**src/rtl/reaction_timer_ctrl.sv**
```systemverilog
// Reaction-timer sequencer: random delay load, countdown wait, GO lamp and ms response measurement.
// Optional best-score tracking is built when REACTION_BEST_SCORE_EN is defined; otherwise best_ms is tied to 0.
module reaction_timer_ctrl #(
    parameter int TICKS_PER_MS = 100000,
    parameter int MIN_DELAY    = 2,
    parameter int MAX_DELAY    = 15,
    parameter int TIMEOUT_MS   = 9999,
    parameter int RESULT_W     = 14
) (
    input  logic                clk,
    input  logic                reset,
    input  logic                start,
    input  logic                stop,
    input  logic                countdone,
    output logic                cnt_load,
    output logic [4:0]          cnt_value,
    output logic                cnt_en,
    output logic                led_go,
    output logic                busy,
    output logic [RESULT_W-1:0] result_ms,
    output logic                result_valid,
    output logic                early_fault,
    output logic                timeout,
    output logic [RESULT_W-1:0] best_ms
);

    localparam int DELAY_RANGE = MAX_DELAY - MIN_DELAY + 1;
    localparam int PRE_W       = (TICKS_PER_MS > 1) ? $clog2(TICKS_PER_MS) : 1;
    localparam logic [PRE_W-1:0]    PRE_LAST = PRE_W'(TICKS_PER_MS - 1);
    localparam logic [RESULT_W-1:0] MS_LIMIT = RESULT_W'(TIMEOUT_MS);

    typedef enum logic [2:0] {
        S_IDLE,
        S_LOAD,
        S_COUNT,
        S_GO,
        S_SHOW,
        S_EARLY,
        S_TIMEOUT
    } state_t;

    state_t              state_reg;
    logic [7:0]          lfsr_reg;
    logic [7:0]          lfsr_next;
    logic [4:0]          delay_calc;
    logic [PRE_W-1:0]    prescaler_reg;
    logic [RESULT_W-1:0] ms_reg;

    // Free-running LFSR: the delay depends on how long the player waited before pressing start.
    assign lfsr_next  = {lfsr_reg[6:0], lfsr_reg[7] ^ lfsr_reg[5] ^ lfsr_reg[4] ^ lfsr_reg[3]};
    assign delay_calc = 5'(MIN_DELAY + (int'(lfsr_reg[4:0]) % DELAY_RANGE));

    always_ff @(posedge clk or posedge reset) begin
        if (reset) begin
            state_reg     <= S_IDLE;
            lfsr_reg      <= 8'hA5;
            cnt_load      <= 1'b0;
            cnt_value     <= '0;
            cnt_en        <= 1'b0;
            led_go        <= 1'b0;
            busy          <= 1'b0;
            result_ms     <= '0;
            result_valid  <= 1'b0;
            early_fault   <= 1'b0;
            timeout       <= 1'b0;
            prescaler_reg <= '0;
            ms_reg        <= '0;
        end else begin
            lfsr_reg     <= lfsr_next;
            cnt_load     <= 1'b0;
            result_valid <= 1'b0;
            case (state_reg)
                S_IDLE, S_SHOW, S_EARLY, S_TIMEOUT: begin
                    if (start) begin
                        state_reg   <= S_LOAD;
                        cnt_load    <= 1'b1;
                        cnt_value   <= delay_calc;
                        busy        <= 1'b1;
                        early_fault <= 1'b0;
                        timeout     <= 1'b0;
                    end
                end
                S_LOAD: begin
                    state_reg <= S_COUNT;
                    cnt_en    <= 1'b1;
                end
                S_COUNT: begin
                    // An early press beats a simultaneous countdone.
                    if (stop) begin
                        state_reg   <= S_EARLY;
                        early_fault <= 1'b1;
                        cnt_en      <= 1'b0;
                        busy        <= 1'b0;
                    end else if (countdone) begin
                        state_reg     <= S_GO;
                        cnt_en        <= 1'b0;
                        led_go        <= 1'b1;
                        prescaler_reg <= '0;
                        ms_reg        <= '0;
                    end
                end
                S_GO: begin
                    if (stop) begin
                        state_reg    <= S_SHOW;
                        result_ms    <= ms_reg;
                        result_valid <= 1'b1;
                        led_go       <= 1'b0;
                        busy         <= 1'b0;
                    end else if (ms_reg == MS_LIMIT) begin
                        state_reg    <= S_TIMEOUT;
                        result_ms    <= MS_LIMIT;
                        result_valid <= 1'b1;
                        timeout      <= 1'b1;
                        led_go       <= 1'b0;
                        busy         <= 1'b0;
                    end else if (prescaler_reg == PRE_LAST) begin
                        prescaler_reg <= '0;
                        ms_reg        <= ms_reg + 1'b1;
                    end else begin
                        prescaler_reg <= prescaler_reg + 1'b1;
                    end
                end
                default: begin
                    state_reg <= S_IDLE;
                    cnt_en    <= 1'b0;
                    led_go    <= 1'b0;
                    busy      <= 1'b0;
                end
            endcase
        end
    end

`ifdef REACTION_BEST_SCORE_EN
    logic [RESULT_W-1:0] best_reg;

    // Only genuine responses (SHOW) compete; timeouts and early presses never count.
    always_ff @(posedge clk or posedge reset) begin
        if (reset) begin
            best_reg <= '1;
        end else if (result_valid && (state_reg == S_SHOW) && (result_ms < best_reg)) begin
            best_reg <= result_ms;
        end
    end

    assign best_ms = best_reg;
`else
    assign best_ms = '0;
`endif

endmodule

```
**config.mk**
```make
export PLATFORM = sky130hd
export DESIGN_NAME = reaction_timer_ctrl
export DESIGN_NICKNAME = d
export VERILOG_FILES = /design/src/rtl/reaction_timer_ctrl.sv
export SDC_FILE = /design/constraint.sdc
export NUM_CORES = 1
export LEC_CHECK = 0
export BUFFER_PORTS_ARGS = -buffer_cell sky130_fd_sc_hd__buf_2
export CAP_MARGIN = 20
export CORE_MARGIN = 1.5
export CORE_UTILIZATION = 35
export DETAILED_ROUTE_END_ITERATION = 8
export GPL_TIMING_DRIVEN = 0
export PLACE_DENSITY_LB_ADDON = 0.25
export SYNTH_ARGS = -nofsm -noshare
export SYNTH_HDL_FRONTEND = slang
export SYNTH_SLANG_ARGS = --single-unit
export TNS_END_PERCENT = 50
```
**constraint.sdc**
```tcl
create_clock -name clk -period 7.1 [get_ports clk]
set_input_delay 0.71 -clock clk [delete_from_list [all_inputs] [get_ports clk]]
set_output_delay 0.71 -clock clk [all_outputs]
set_load 0.005 [all_outputs]
```
[Word-level counts from Yosys, hierarchy flattened]
Index checks and enable logic that the tools add are counted.
Operators by class
  add/sub/neg operators: 3
  div/mod/pow operators: 1
  eq/ne operators: 18
  multiplexer cells: 42
  bitwise operators: 6
  reductions and logical operators: 18
Operator list (count)
  2-to-1 mux 14 bit: 7
  2-to-1 mux 17 bit: 5
  case mux 17 bit (2 select lines): 1
  modulo 6 x 5 -> 32 bit (second input constant): 1
  case mux 14 bit (2 select lines): 1
  adder 17 x 1 -> 17 bit (second input constant): 1
  == test 17 bit (second input constant): 1
  2-to-1 mux 1 bit: 17
  != test 2 bit (second input constant): 8
  2-to-1 mux 3 bit: 5
  adder 14 x 1 -> 14 bit (second input constant): 1
  == test 14 bit (second input constant): 1
  case mux 3 bit (4 select lines): 1
  AND reduction 4 bit: 3
  OR reduction 5 bit: 2
  == test 3 bit (second input constant): 3
  nonzero test 2 bit: 4
  == test 3 x 2 -> 1 bit (second input constant): 2
  != test 3 bit (second input constant): 2
  case mux 1 bit (3 select lines): 2
  AND reduction 2 bit: 3
  AND reduction 3 bit: 2
  AND reduction 6 bit: 1
  adder 3 x 5 -> 5 bit (first input constant): 1
  other kinds (8): 13
Storage, ports and cells
  bits in registers: 68
  input bits: 5
  output and inout bits: 40
  word-level logic and storage cells: 101

[Logic depth before layout (Yosys ltp)]
Gate-level depths: netlist (run 1).
  depth after elaboration: 5
  gate-level depth with buffers: 12
  mapped depth without buffers: 12

[Worst setup path before layout (run 1)]
OpenSTA, ideal clock, no wires.
  kind: flip-flop to flip-flop
  start point: reg lfsr_reg[2]
  end point: reg cnt_value[4]
  library setup time: 0.125 ns
  data arrival time: 2.330 ns
  required time: 6.975 ns
  path slack: 4.646 ns
  cell stages (with the launch flop): 12
  path buffers: 0
  clock period less this slack: 2.454 ns
  cells stage by stage: dfstp_2 ha_1 nor3b_1 o21ai_0 nand2_1 o21a_1 inv_1 ha_1 nor3b_1 o21ai_0 xnor2_1 mux2_2
On the way
  word-level cells in the longest chain between the ends: 2
Ends and longest elaborated chain
  from (decl): line 43  | logic [7:0] lfsr_reg;
  from (signal assigned): line 69  | lfsr_reg <= lfsr_next;
  modulo 6 x 5 -> 32 bit: line 51  | assign delay_calc = 5'(MIN_DELAY + (int'(lfsr_reg[4:0]) % DELAY_RANGE));
  adder 3 x 5 -> 5 bit: line 51
  to (signal assigned): line 77  | cnt_value <= delay_calc;
  to (decl): line 16  | output logic [4:0] cnt_value,
No other way between the ends.
A chain may end at the register's enable or synchronous reset.

[Worst setup path in the final report (run 1)]
  start point: reg ms_reg[4]
  end point: reg result_ms[8]
On the way
  word-level cells in the longest chain between the ends: 3
Ends and longest elaborated chain
  from (decl): line 47  | logic [RESULT_W-1:0] ms_reg;
  from (signal assigned): line 118  | ms_reg <= ms_reg + 1'b1;
  == test 14 bit: line 109  | end else if (ms_reg == MS_LIMIT) begin
  nonzero test 2 bit (no line)
  AND reduction 2 bit (no line)
  to (signal assigned): line 105  | result_ms <= ms_reg;
  to (decl): line 20  | output logic [RESULT_W-1:0] result_ms,
No other way between the ends.

==> results of run 1 <==
[cells in the mapped netlist, drive strengths merged, types with 5 or more instances]
library cell / n / share of area, %
xor2: 12 / 3.1
xnor2: 14 / 3.6
buf: 17 / 4.1
dfrtp: 64 / 47
ha: 6 / 2.2
and2: 6 / 1.1
nor2b: 5 / 0.92
inv: 10 / 1.1
a21oi: 15 / 2.2
o21ai: 25 / 3.7
a22o: 7 / 1.8
o22a: 6 / 1.6
and3: 5 / 0.92
nand2: 38 / 4.2
nor2: 40 / 4.4
nand4: 7 / 1.5
nand3: 12 / 1.9
[metrics by stage]
| stage | std cells | utilization, % | hold WS, ns | setup slack, ns |
|---|---|---|---|---|
| 2_1_floorplan | 353 | - | 0.333 | 4.65 |
| 3_3_place_gp | 512 | 40.3 | 0.339 | 3.76 |
| 3_5_place_dp | 512 | 40.3 | 0.339 | 4.35 |
| 4_1_cts | 528 | 42.8 | 0.356 | 4.32 |
| 5_1_grt | 528 | 42.8 | 0.363 | 4.09 |
| 6_report | 528 | 42.8 | 0.352 | 4.35 |
[worst min path at each step]
stage               cells after the start  slack [ns]     endpoint
floorplan                               0        0.33  lfsr_reg[7]
global placement                        0        0.34  lfsr_reg[7]
global route                            0        0.36  lfsr_reg[7]
detailed placement                      0        0.34  lfsr_reg[7]
CTS                                     0        0.36  lfsr_reg[7]
finish                                  0        0.35  lfsr_reg[7]
[worst reg2reg max path: cells and delay by family (launching register included)]
| family | cells | cell delay (ns) |
|---|---|---|
| flops | 1 | 0.44 |
| buf+inv | 1 | 0.27 |
| compound gates | 2 | 0.51 |
| simple gates | 3 | 1.46 |
[cell families after synthesis]
group	count (synthesis)
and+or+nand+nor	135
muxes	2
AOI/OAI and AO/OA	70
adders and majority gates	6
buffers and inverters	32
xor gates and xnor gates	26
other	1
DFF	68
[where the power goes]
part	internal, W	switching [W]	total [W]
registers	0.000457	0.0000525	0.000510
clock network	0.000207	0.000152	0.000360
logic	0.000120	0.000153	0.000273
[layer usage]
layer | up-vias | global-route usage, % | share of wire, %
met5 | - | 0 | 0
met4 | 0 | 5.45 | 1.2
met3 | 7 | 3.17 | 3.4
met2 | 39 | 22.2 | 46
met1 | 1179 | 18.7 | 49
li1 | 1264 | - | -
[cell type report]
type / instances / share of cell area [%]
multi-input combinational: 253 / 38.5
inverter: 11 / 1.10
tap: 129 / 4.07
clock buffer: 10 / 3.47
clock inverter: 6 / 2.21
sequential: 68 / 43.0
buffer: 21 / 3.88
timing repair buffer: 30 / 3.78
==> metrics.txt, run 1 <==
status completed; total setup buffers inserted after CTS 0; vias in the first global route 2354; Buffers & Inverters on Critical Path 1; dominant synthesized flop cell dfrtp_1; share of cells above drive strength 1 19.3%; Synth Area in XOR/XNOR 6.73%; die extent in x 101 um; Worst Hold Launch lfsr_reg[6]; reg2reg setup slack 4.35 ns; Worst path slowest cell nor4_1; Core Area 0.00928 mm2; I/O Pins 45; multi-input logic area 0.00153 mm2; clk_lat worst skew about 0.35 ns; commonest cells after routing, fill and taps aside 64 x dfrtp_1, 40 x nor2_1, 38 x nand2_1; CP top delay family simple AND/OR/NAND/NOR gates; # rows 35; post-synthesis compound-gate area fraction 13.9%; HPWL Detailed 4.54 mm; CTS Buf Count 9; Max Fclk 363 MHz; Post-Syn Instances 340; max reg flops 17; Hold Vio Cnt, Final 0; post-CTS resize count 0; Worst Setup SP ms_reg[4]; Port Buffer Count 30; Post-Synth Simple-Gate Area approximately 20%; Seq/Total Area, Yosys 50.5%; mux contribution to synthesized area 0.629%; VDD IR-drop max around 0.12 mV; startpoint types flip-flop; CP Depth 6; DRC violations left 0; final setup fails 0; Congestion Overflow GR 0; setup TNS 0 ns; #FFs+latches synth 68; initial antenna violation count 0; Inserted Diodes 0; drt total wl 6.50 mm; register area 0.00171 mm2; # nets final 405; Power Density 288 mW/mm2; final slew viol count 0; total power 0.00114 W; Die ar. 0.0103 mm2; fillers 930; worst-path fanout max 9; CTS tree done; Clk pin slew, worst setup/hold paths around 0.07 ns; syn avg cell area 9.95 um2; clock sink total a little under 70; area share of fa/ha/maj cells after synthesis about 2.2%; relative slew slack 40.3%; Root Driver clkbuf_8; R2R depth 6; # hold bufs at CTS 0; static leakage around 1.9 nW; Warnings, synthesis 0; GRT Total Usage 14.0%; fin crit share 38.8%; Routed Antenna Nets 0; gpl congestion 0.818; chip height 101 um; drt wl/cell 12.3 um; CP Capture Type flip-flop; main combinational cell family by area after synthesis simple AND/OR/NAND/NOR gates; EDFF count, synth 0; FF-to-FF End result_ms[8]; Cell variety after synth 52; largest net degree at the start of global routing 69; end point of the critical path result_ms[8]; most common cell after layout, fill and taps aside dfrtp_1; Worst Path Arrival roughly 3 ns; vias post-DR approximately 2500; clk_skew 0.0159 ns; first-pass GRT wire length between 10 and 15 mm; Via-to-Cell Ratio 4.71; Min-Delay Path Class flip-flop to flip-flop; Clock Path Buffers 2; Worst Path Required between 7 and 8 ns; fin area a little under 0.004 mm2; maxcap violations 0; sequence of cells on the critical path or4b_1, nor4_1, o21ai_1, clkinv_1, nor2_1, a21oi_1; DP Area 0.00374 mm2; Crit path largest cell delay 0.80 ns; FFs w/ async S/R, synth 100%; CTS HTree Levels 3; unrepaired setup endpoints after global routing no; Setup CP Type flip-flop to flip-flop; Synth Cell Area 0.00338 mm2; minimum clock period ~2.8 ns; Tightest Pin Transition 0.887 ns; drt pass-1 iters 4; P&R area growth vs syn 17.4%; Reg2Reg Launch Point ms_reg[4]; Iter 0 DRT Violations 104; Initial Util approximately 36%
Power figures use the tool's default switching activity.
==> run 2, diff against run 1 <==
clock period = 2.67 ns   (was 7.1 ns; I/O delays follow)
==> run 2 against run 1 <==
Register-to-register slack got worse by 4.2 ns. Sequential power rose to 2.7 times the previous value. Cell count rose by 0.38%. Sequential share of layout area fell by 0.35 points. Count of clock-buffer cells in the layout did not move. Cell area rose by 0.82%. Wire length rose by 1.0%. Die area did not move. Clock power rose to 2.6 times the previous value. Maximum frequency rose by 9.8%. Combinational power rose to 2.7 times the previous value.
==> metrics.txt, run 2 (synthesis results as in run 1) <==
status completed (unchanged); Hold Vio Cnt, Final 0 (unchanged); Worst Setup SP lfsr_reg[2] (was ms_reg[4]); clk_lat worst skew 0.35 ns (about the same); Setup CP Type flip-flop to flip-flop (unchanged); sequence of cells on the critical path ha_1, nor3b_4, o21ai_1, nand2_1, o21a_1, inv_1, ha_1, nor3b_1, o21ai_0, xnor2_1, mux2_2 (was or4b_1, nor4_1, o21ai_1, clkinv_1, nor2_1, a21oi_1); CTS HTree Levels 3 (unchanged); GR Util met3 3.17% (unchanged); VDD IR-drop max 0.310 mV (was 0.118 mV); HPWL Detailed 4.54 mm (unchanged); Reg2Reg Launch Point lfsr_reg[2] (was ms_reg[4]); global routing usage on met1 18.8% (was 18.7%); FF-to-FF End cnt_value[4] (was result_ms[8]); die extent in x 101 um (unchanged); total power 0.00304 W (was 0.00114 W); most used cell, CP ha_1; fillers 925 (was 930); Min-Delay Path Class primary input to async pin (was flip-flop to flip-flop); vias post-DR 2522 (was 2489); Worst Path Required 2.90 ns (was 7.36 ns); CTS tree done (unchanged); Final Instance Count excl. Fillers 530 (was 528); max reg flops 17 (unchanged); Max Fclk 399 MHz (was 363 MHz); first-pass GRT wire length 11.4 mm (was 11.3 mm); CP top delay family flip-flops (was simple AND/OR/NAND/NOR gates); share of cells above drive strength 1 20.2% (was 19.3%); CP Depth 11 (was 6); worst-path fanout max 5 (was 9); P&R area growth vs syn 18.4% (was 17.4%); R2R depth 11 (was 6); relative slew slack 44.2% (was 40.3%); startpoint types flip-flop (unchanged); Finished Core Util 43.1% (was 42.8%); Root Driver clkbuf_8 (unchanged); commonest cells after routing, fill and taps aside 64 x dfrtp_1, 40 x nor2_1, 38 x nand2_1 (unchanged); CTS Buf Count 9 (unchanged); Power Density 759 mW/mm2 (was 288 mW/mm2); drt wl/cell 12.4 um (was 12.3 um); # hold bufs at CTS 0 (unchanged); Worst Path Arrival 2.74 ns (was 3.02 ns); Core Area 0.00928 mm2 (unchanged); maxcap violations 0 (unchanged); Tightest Pin Transition 0.836 ns (was 0.887 ns); drt total wl 6.56 mm (was 6.50 mm); Congestion Overflow GR 0 (unchanged); Inserted Diodes 0 (unchanged); drt pass-1 iters 6 (was 4); gpl congestion 0.818 (unchanged); # rows 35 (unchanged); reg2reg setup slack 0.16 ns (was 4.35 ns); CP Capture Type flip-flop (unchanged); vias in the first global route 2353 (was 2354); # nets final 407 (was 405); I/O Pins 45 (unchanged); largest net degree at the start of global routing 69 (unchanged); Clock Path Buffers 2 (unchanged); clock sink total 68 (unchanged); met2 Use GR 22.1% (was 22.2%); Crit path largest cell delay 0.58 ns (was 0.80 ns); Routed Antenna Nets 0 (unchanged); initial antenna violation count 0 (unchanged); Cells after DPL 512 (unchanged); final setup fails 0 (unchanged); end point of the critical path cnt_value[4] (was result_ms[8]); Iter 0 DRT Violations 88 (was 104); Initial Util 36.4% (unchanged); fin crit share 93.9% (was 38.8%); DRC violations left 0 (unchanged); minimum clock period 2.51 ns (was 2.75 ns); Via-to-Cell Ratio 4.76 (was 4.71); Most Used Layer, Global Route met2 (unchanged); most common cell after layout, fill and taps aside dfrtp_1 (unchanged); chip height 101 um (unchanged); Worst path slowest cell dfstp_2 (was nor4_1); Buffers & Inverters on Critical Path 1 (unchanged); Port Buffer Count 30 (unchanged); Clk pin slew, worst setup/hold paths 0.08 ns (was 0.07 ns); GRT Total Usage 14.0% (about the same); static leakage 1.91 nW (was 1.89 nW); Die ar. 0.0103 mm2 (unchanged); final slew viol count 0 (unchanged); clk_skew 0.0158 ns (was 0.0159 ns)
[run 2: per-layer routing]
| metal | vias to the layer above | share of wire, % |
|---|---|---|
| met1 | 1200 | 48 |
| met5 | - | 0 |
| met4 | 0 | 1.2 |
| met3 | 9 | 3.9 |
| met2 | 47 | 46 |
| li1 | 1266 | - |
[run 2: worst min path at each step]
| stage | startpoint | end | cells after the start |
|---|---|---|---|
| after CTS | reset | lfsr_reg[3] | 2 |
| after detailed placement | lfsr_reg[6] | lfsr_reg[7] | 0 |
| final | reset | lfsr_reg[3] | 2 |
| after floorplan | lfsr_reg[6] | lfsr_reg[7] | 0 |
| after global placement | lfsr_reg[6] | lfsr_reg[7] | 0 |
| after global routing | reset | lfsr_reg[3] | 2 |
[run 2: area by class of cell]
class,count,area [um2],area share (%)
Clock buffer,10,138,3.44
Timing Repair Buffer,32,165,4.13
Sequential cell,68,1710,42.6
Buffer,21,154,3.84
Inverter,11,43.8,1.09
Clock inverter,6,87.6,2.19
Multi-Input combinational cell,253,1550,38.6
Tap cell,129,161,4.03
[run 2: report_power, final]
| group | internal, W | total, W | switching [W] |
|---|---|---|---|
| sequential | 0.00122 | 0.00136 | 0.000140 |
| clock | 0.000551 | 0.000953 | 0.000401 |
| combinational | 0.000320 | 0.000728 | 0.000407 |
| total | 0.00209 | 0.00304 | 0.000949 |
[run 2: worst register-to-register path, delay by kind of cell, from the launching register on]
family / cells / cell delay (ns)
buffers and inverters: 1 / 0.05
AND/OR/NAND/NOR: 3 / 0.53
flip-flops: 1 / 0.58
XOR/XNOR: 1 / 0.13
multiplexers: 1 / 0.26
adder cells (fa/ha/maj): 2 / 0.47
AO/OA/AOI/OAI: 3 / 0.35
[run 2: timing repair]
| action | 4_1_cts | 5_1_grt |
|---|---|---|
| setup endpoints to repair | 16 | 2 |
| buffers inserted | 0 | 2 |
| resized for setup | 2 | 2 |
[run 2: stage by stage]
| stage | hold slack (ns) | setup slack, ns | instance area, um2 | setup TNS (ns) |
|---|---|---|---|---|
| 2_1_floorplan | 0.333 | 0.216 | 3430 | 0 |
| 3_3_place_gp | 0.339 | -0.224 | 3740 | -15.13 |
| 3_5_place_dp | 0.339 | -0.0804 | 3740 | -0.433 |
| 4_1_cts | 0.131 | 0.110 | 3980 | 0 |
| 5_1_grt | 0.164 | -0.0140 | 4000 | -0.0154 |
| 6_report | 0.0963 | 0.162 | 4000 | 0 |
